### config.mk
export PLATFORM = sky130hd
export DESIGN_NAME = mem_access_unit
export DESIGN_NICKNAME = d
export VERILOG_FILES = /design/src/rtl/mem_access_unit.sv
export SDC_FILE = /design/constraint.sdc
export NUM_CORES = 1
export LEC_CHECK = 0
export ABC_AREA = 1
export CAP_MARGIN = 20
export CELL_PAD_IN_SITES_DETAIL_PLACEMENT = 1
export CELL_PAD_IN_SITES_GLOBAL_PLACEMENT = 1
export CORE_AREA = 4 4 134 136
export DETAILED_ROUTE_END_ITERATION = 8
export DIE_AREA = 0 0 138 140
export MAX_ROUTING_LAYER = met4
export PLACE_DENSITY_LB_ADDON = 0.1
export SETUP_SLACK_MARGIN = 0.05
export SLEW_MARGIN = 20
export SYNTH_ARGS = -nofsm -noshare
export SYNTH_HDL_FRONTEND = slang
export SYNTH_SLANG_ARGS = --single-unit
### constraint.sdc
create_clock -name clk -period 1.49 [get_ports clk]
set_input_delay 0.149 -clock clk [delete_from_list [all_inputs] [get_ports clk]]
set_output_delay 0.149 -clock clk [all_outputs]
set_load 0.05 [all_outputs]
### src/rtl/mem_access_unit.sv
// Memory-access stage: req/ack data-RAM transaction with load formatting and pipeline stall.
// Optional MEM_TIMEOUT_EN: abort a request with a bus_err pulse after TIMEOUT_CYCLES REQ cycles.
module mem_access_unit #(
  parameter int unsigned TIMEOUT_CYCLES = 16
) (
  input  logic        clk,
  input  logic        rst_n,
  input  logic [31:0] alu_result,
  input  logic [31:0] rt_data,
  input  logic        cu_m2reg,
  input  logic        cu_wmem,
  input  logic [1:0]  cu_memsize,
  input  logic        cu_memsign,
  output logic        ram_req,
  output logic        ram_we,
  output logic [29:0] ram_addr,
  output logic [3:0]  ram_be,
  output logic [31:0] ram_wdata,
  input  logic        ram_ack,
  input  logic [31:0] ram_rdata,
  output logic [31:0] ram_data,
  output logic        mem_stall,
  output logic        misalign_exc,
  output logic        bus_err
);

  localparam logic [1:0] IDLE = 2'd0;
  localparam logic [1:0] REQ  = 2'd1;
  localparam logic [1:0] DONE = 2'd2;

  if (TIMEOUT_CYCLES < 2) begin : g_bad_timeout
    $error("TIMEOUT_CYCLES must be at least 2");
  end

  logic [1:0]  state;
  logic        mem_op, is_half, is_word, access, timeout;
  logic [3:0]  be_next;
  logic [31:0] wdata_next, rd_shift, load_fmt;

  assign mem_op       = cu_m2reg | cu_wmem;
  assign is_half      = (cu_memsize == 2'b01);
  assign is_word      = cu_memsize[1];
  assign misalign_exc = mem_op & ((is_half & alu_result[0]) |
                                  (is_word & (alu_result[1:0] != 2'b00)));
  assign access       = mem_op & ~misalign_exc;
  assign mem_stall    = access & (state != DONE);

  always_comb begin
    be_next    = 4'b1111;
    wdata_next = rt_data;
    if (cu_memsize == 2'b00) begin
      be_next    = 4'b0001 << alu_result[1:0];
      wdata_next = {4{rt_data[7:0]}};
    end else if (is_half) begin
      be_next    = 4'b0011 << alu_result[1:0];
      wdata_next = {2{rt_data[15:0]}};
    end
  end

  // The instruction is held by mem_stall, so its offset/size/sign are still valid at ack time.
  always_comb begin
    rd_shift = ram_rdata >> {alu_result[1:0], 3'b000};
    load_fmt = ram_rdata;
    if (cu_memsize == 2'b00)
      load_fmt = {{24{cu_memsign & rd_shift[7]}}, rd_shift[7:0]};
    else if (is_half)
      load_fmt = {{16{cu_memsign & rd_shift[15]}}, rd_shift[15:0]};
  end

`ifdef MEM_TIMEOUT_EN
  localparam int unsigned CNT_W = $clog2(TIMEOUT_CYCLES);
  logic [CNT_W-1:0] to_cnt;

  assign timeout = (state == REQ) & ~ram_ack & (to_cnt == CNT_W'(TIMEOUT_CYCLES - 1));

  always_ff @(posedge clk or negedge rst_n) begin
    if (!rst_n) begin
      to_cnt  <= '0;
      bus_err <= 1'b0;
    end else begin
      bus_err <= timeout;
      if (state != REQ)
        to_cnt <= '0;
      else if (!ram_ack)
        to_cnt <= to_cnt + CNT_W'(1);
    end
  end
`else
  assign timeout = 1'b0;
  assign bus_err = 1'b0;
`endif

  always_ff @(posedge clk or negedge rst_n) begin
    if (!rst_n) begin
      state     <= IDLE;
      ram_req   <= 1'b0;
      ram_we    <= 1'b0;
      ram_addr  <= '0;
      ram_be    <= '0;
      ram_wdata <= '0;
      ram_data  <= '0;
    end else begin
      case (state)
        IDLE: if (access) begin
          ram_req   <= 1'b1;
          ram_we    <= cu_wmem;
          ram_addr  <= alu_result[31:2];
          ram_be    <= be_next;
          ram_wdata <= wdata_next;
          state     <= REQ;
        end
        REQ: if (ram_ack) begin
          ram_req <= 1'b0;
          ram_we  <= 1'b0;
          if (!ram_we) ram_data <= load_fmt;
          state   <= DONE;
        end else if (timeout) begin
          ram_req <= 1'b0;
          ram_we  <= 1'b0;
          if (!ram_we) ram_data <= '0;
          state   <= DONE;
        end
        DONE:    state <= IDLE;
        default: state <= IDLE;
      endcase
    end
  end

endmodule
# [Word-level counts from Yosys, hierarchy flattened]
# Cells that the tools add are included.
[word_totals] reg_bits=102 elab_cells=48
[classes] eq_ne=5 shift=3 mux=14 bitwise_logic=11 reduce_logical=8
[op_table] op="$mux W32" count=4
[op_table] op="$shr A32 B5 Y16" count=1
[op_table] op="$mux W4" count=2
[op_table] op="$and A1 B1 Y1" count=7
[op_table] op="$ne A2 B2 Y1 const B" count=3
[op_table] op="$reduce_and A3 Y1" count=2
[op_table] op="$eq A2 B1 Y1 const B" count=2
[op_table] op="$logic_not A2 Y1" count=2
[op_table] op="$mux W2" count=2
[op_table] op="$pmux W1 S2" count=2
[op_table] op="$pmux W2 S2" count=1
[op_table] op="$reduce_and A2 Y1" count=2
[op_table] op="$reduce_bool A2 Y1" count=2
[op_table] op="$shl A1 B2 Y4 const A" count=1
[op_table] op="$shl A2 B2 Y4 const A" count=1
[op_table] op="$mux W1" count=3
[op_table] op="$not A1 Y1" count=2
[op_table] op="$or A1 B1 Y1" count=2

# [Depth between registers and ports, before layout]
[depth] depth_word=8 depth_mapped=12 ltp_nobuf=9

# [Worst setup path after synthesis]
# Ideal clock, no wire load.
[synth_path] kind="input to output" start="in alu_result[0]" end="out mem_stall" t_arrival_ns=1.787 slack_ns=-0.446 cell_stages=8 path_buffers=2 path_cell_list="inv_1 -> buf_2 -> buf_2 -> ha_1 -> o22ai_2 -> inv_2 -> nand2_1 -> a21oi_1"
[synth_via] elab_chain_cells=7 word_cells_on_any_way=8
[synth_lines] item="from (decl)" line_no="8" text="input logic [31:0] alu_result,"
[synth_lines] item="$reduce_bool A2 Y1" line_no="44" text="(is_word & (alu_result[1:0] != 2'b00)));"
[synth_lines] item="$and A1 B1 Y1" line_no="44"
[synth_lines] item="$or A1 B1 Y1 *" line_no="43" text="assign misalign_exc = mem_op & ((is_half & alu_result[0]) |"
[synth_lines] item="$and A1 B1 Y1 *" line_no="43"
[synth_lines] item="$not A1 Y1 *" line_no="45" text="assign access = mem_op & ~misalign_exc;"
[synth_lines] item="$and A1 B1 Y1 *" line_no="45"
[synth_lines] item="$and A1 B1 Y1 *" line_no="46" text="assign mem_stall = access & (state != DONE);"
[synth_lines] item="to (decl)" line_no="22" text="output logic mem_stall,"
# Every way passes the cells marked *; elsewhere a longest branch is shown, timed or not.

# [Final worst setup path]
# Same ends and word-level chain as after synthesis.

==> qor.yml <==
status: "finished, final reports clean"
syn_nets: 774
fin_nets: 996
antenna_found_initial: 0
areaGrowthSynthToFinish_pct: 54.1
cts_max_path_buffers: 2
netlist_instances: 666
p_leak_nw: 3.94
critPathKind: "in2out"
grt.busiest_layer: "met2"
dieArea_mm2: 0.0193
slew_violations: 0
period_share_pct: 93.0
critical_path_required_ns: 1.34
root_buffer: "clkbuf_16"
max_freq_ghz: 0.721
grt_use_met3_pct: 3.24
htree_levels: 3
place_area_mm2: 0.00729
synth_area_mm2: 0.00498
syn_area_per_cell_um2: 7.48
ant_nets: 0
synth_seq_area_share_pct: 51.2
fin_area_mm2: 0.00768
core_area_mm2: 0.0169
cts_tree: "yes"
port_buffers: 205
clkSlewWorstSetupHoldPaths_ns: 0.07
synth.area.top_cells: "dfrtp_1 51%, nand2_1 22%, nor2_1 7.5%"
initial_core_util_pct: 29.4
grt_max_degree: 49
grtUsageMet1_pct: 24.0
synth_cell_types: 26
hold_path_class: "in2async"
dp_hpwl_um: 14100
hold_viol: 0
wl_per_cell_um: 16.2
wirelength_um: 18100
grt-ovfl-total: 0
max-vdd-ir-drop_mv: 1.06
crit_fanout: 8
worstPathArrival_ns: 1.24
first_global_vias: 5507
die_x_um: 138
start_kind: "input port"
grt_pass1_wl_um: 29400
setup_viol: 0
met2_usage_pct: 32.3
yosysTopAreaCellShare_pct: 51.2
pwr_density_cell_mw_per_mm2: 2190
dieHeight_um: 140
yosysWarnings: 0
globalplace.congestion: 0.817
ys_seq_elements: 102
dp_slack_ns: -0.290
drive_gt1_share_pct: 20.9
cp-end-kind: "output port"
num_antenna_cells: 0
rows: 48
fin_worst_skew_ns: 0.00696
maxCapViolCount: 0
period_needed_ns: 1.39
route.detailed.drc: 0
grt_setup_unrepaired: "true"
grt_use_total_pct: 19.4
cts_sinks: 102
io_pins: 207
clk_latency_ns: 0.35
synth_top_cell_by_area: "dfrtp_1"
drt_iter0_drc: 249
fin_ws_ns: 0.104
numCtsBuffers: 9
via_per_inst: 4.63
dr.pass1.iters: 5
route.vias.total: 5173
[state kept, by name (all words and copies together), names as in the netlist]
signal / count
ram_addr: 30
ram_data: 32
ram_we: 1
ram_req: 1
ram_be: 4
state: 2
ram_wdata: 32
[where the power goes]
part           internal (mW)  switching (mW)
combinational           2.77            6.59
clock                   1.57            1.09
sequential              4.03           0.764
total                   8.37            8.45
[Yosys cell counts]
master,n
o22ai_1,3
inv_2,5
nand2_4,1
nor2_2,1
buf_2,16
buf_1,1
nand3_4,1
conb_1,1
ha_1,4
a21oi_2,1
o2111ai_1,6
nand2_1,288
o22ai_2,1
buf_4,7
inv_6,1
inv_1,25
nor2_1,99
o21ai_0,31
o31ai_1,2
clkbuf_1,8
buf_6,3
a21oi_1,33
nand2_2,4
nor2_4,1
dfrtp_1,102
nand3_1,21
[worst max-delay path, stage by stage]
cell and delay, ns:
dlygate4sd2_1 0.27, inv_2 0.11, buf_6 0.15, o22ai_2 0.08
inv_2 0.09, nand2_1 0.09, a21oi_4 0.14, buf_12 0.15
[per-stage QoR]
step	util, %	power [mW]	TNS (ns)	std cells	hold slack [ns]
floorplan	-	10.9	0	666	-0.147
global placement	43.0	14.1	-23.66	1098	0.0263
detailed placement	43.0	14.3	-25.28	1098	0.0265
CTS	45.1	17.0	0	1116	0.204
global route	45.4	17.7	0	1118	0.226
finish	45.4	16.8	0	1118	0.212
[what timing repair did]
item | 4_1_cts | 5_1_grt
hold buffers | 1 | 0
resized for setup | 6 | 10
hold endpoints to repair | 102 | 0
setup endpoints to repair | 2 | 26
buffers inserted | 1 | 2
[cell usage in the layout, fill, tap and decap left out, types with 3 or more instances in the layout]
| cell | Yosys | layout |
|---|---|---|
| a21oi_1 | 33 | 31 |
| inv_2 | 5 | 7 |
| dlygate4sd2_1 | 0 | 3 |
| inv_1 | 25 | 22 |
| nand2_2 | 4 | 4 |
| buf_4 | 7 | 131 |
| nor2_2 | 1 | 5 |
| o22ai_1 | 3 | 3 |
| nor2_1 | 99 | 95 |
| nand2_1 | 288 | 287 |
| o21ai_0 | 31 | 31 |
| ha_1 | 4 | 3 |
| buf_12 | 0 | 10 |
| nand3_1 | 21 | 21 |
| clkbuf_16 | 0 | 9 |
| clkdlybuf4s50_1 | 0 | 98 |
| o2111ai_1 | 6 | 6 |
| dfrtp_1 | 102 | 102 |
[kinds of logic after synthesis]
family | after synthesis | share of synthesized area (%)
flip-flops | 102 | 51.2
AND/OR/NAND/NOR | 416 | 32.7
other | 1 | 0.0752
AO/OA/AOI/OAI | 77 | 8.58
buffers and inverters | 66 | 6.45
adder cells (fa/ha/maj) | 4 | 1.00
[worst paths after layout]
check                                    from  depth (start not counted)  slack [ns]      endpoint
worst max-delay path            alu_result[0]                          8        0.10     mem_stall
worst min-delay path                    rst_n                          2        0.21  ram_addr[29]
worst max register to register       state[1]                          8        0.17   ram_data[8]
worst min register to register    ram_data[1]                          2        0.48   ram_data[1]
max in group asynchronous               rst_n                          3        0.75  ram_wdata[5]
min in group clk                cu_memsize[1]                          3        0.24     ram_be[0]
[routing by layer]
layer | part of all wire (%) | wire length [um]
met5 | 0 | 0
met4 | 2.5 | 444
met3 | 4.2 | 754
met2 | 50 | 9020
met1 | 44 | 7890
[final cells by class]
type | instances | area, um^2
clock buffers | 11 | 253
clock inverters | 5 | 81.3
fillers | 2072 | 9250
inverters | 31 | 124
multi-input cells | 498 | 2160
flip-flops and latches | 102 | 2550
well taps | 225 | 282
repair buffers | 246 | 2230
(Power assumes the default switching activity.)
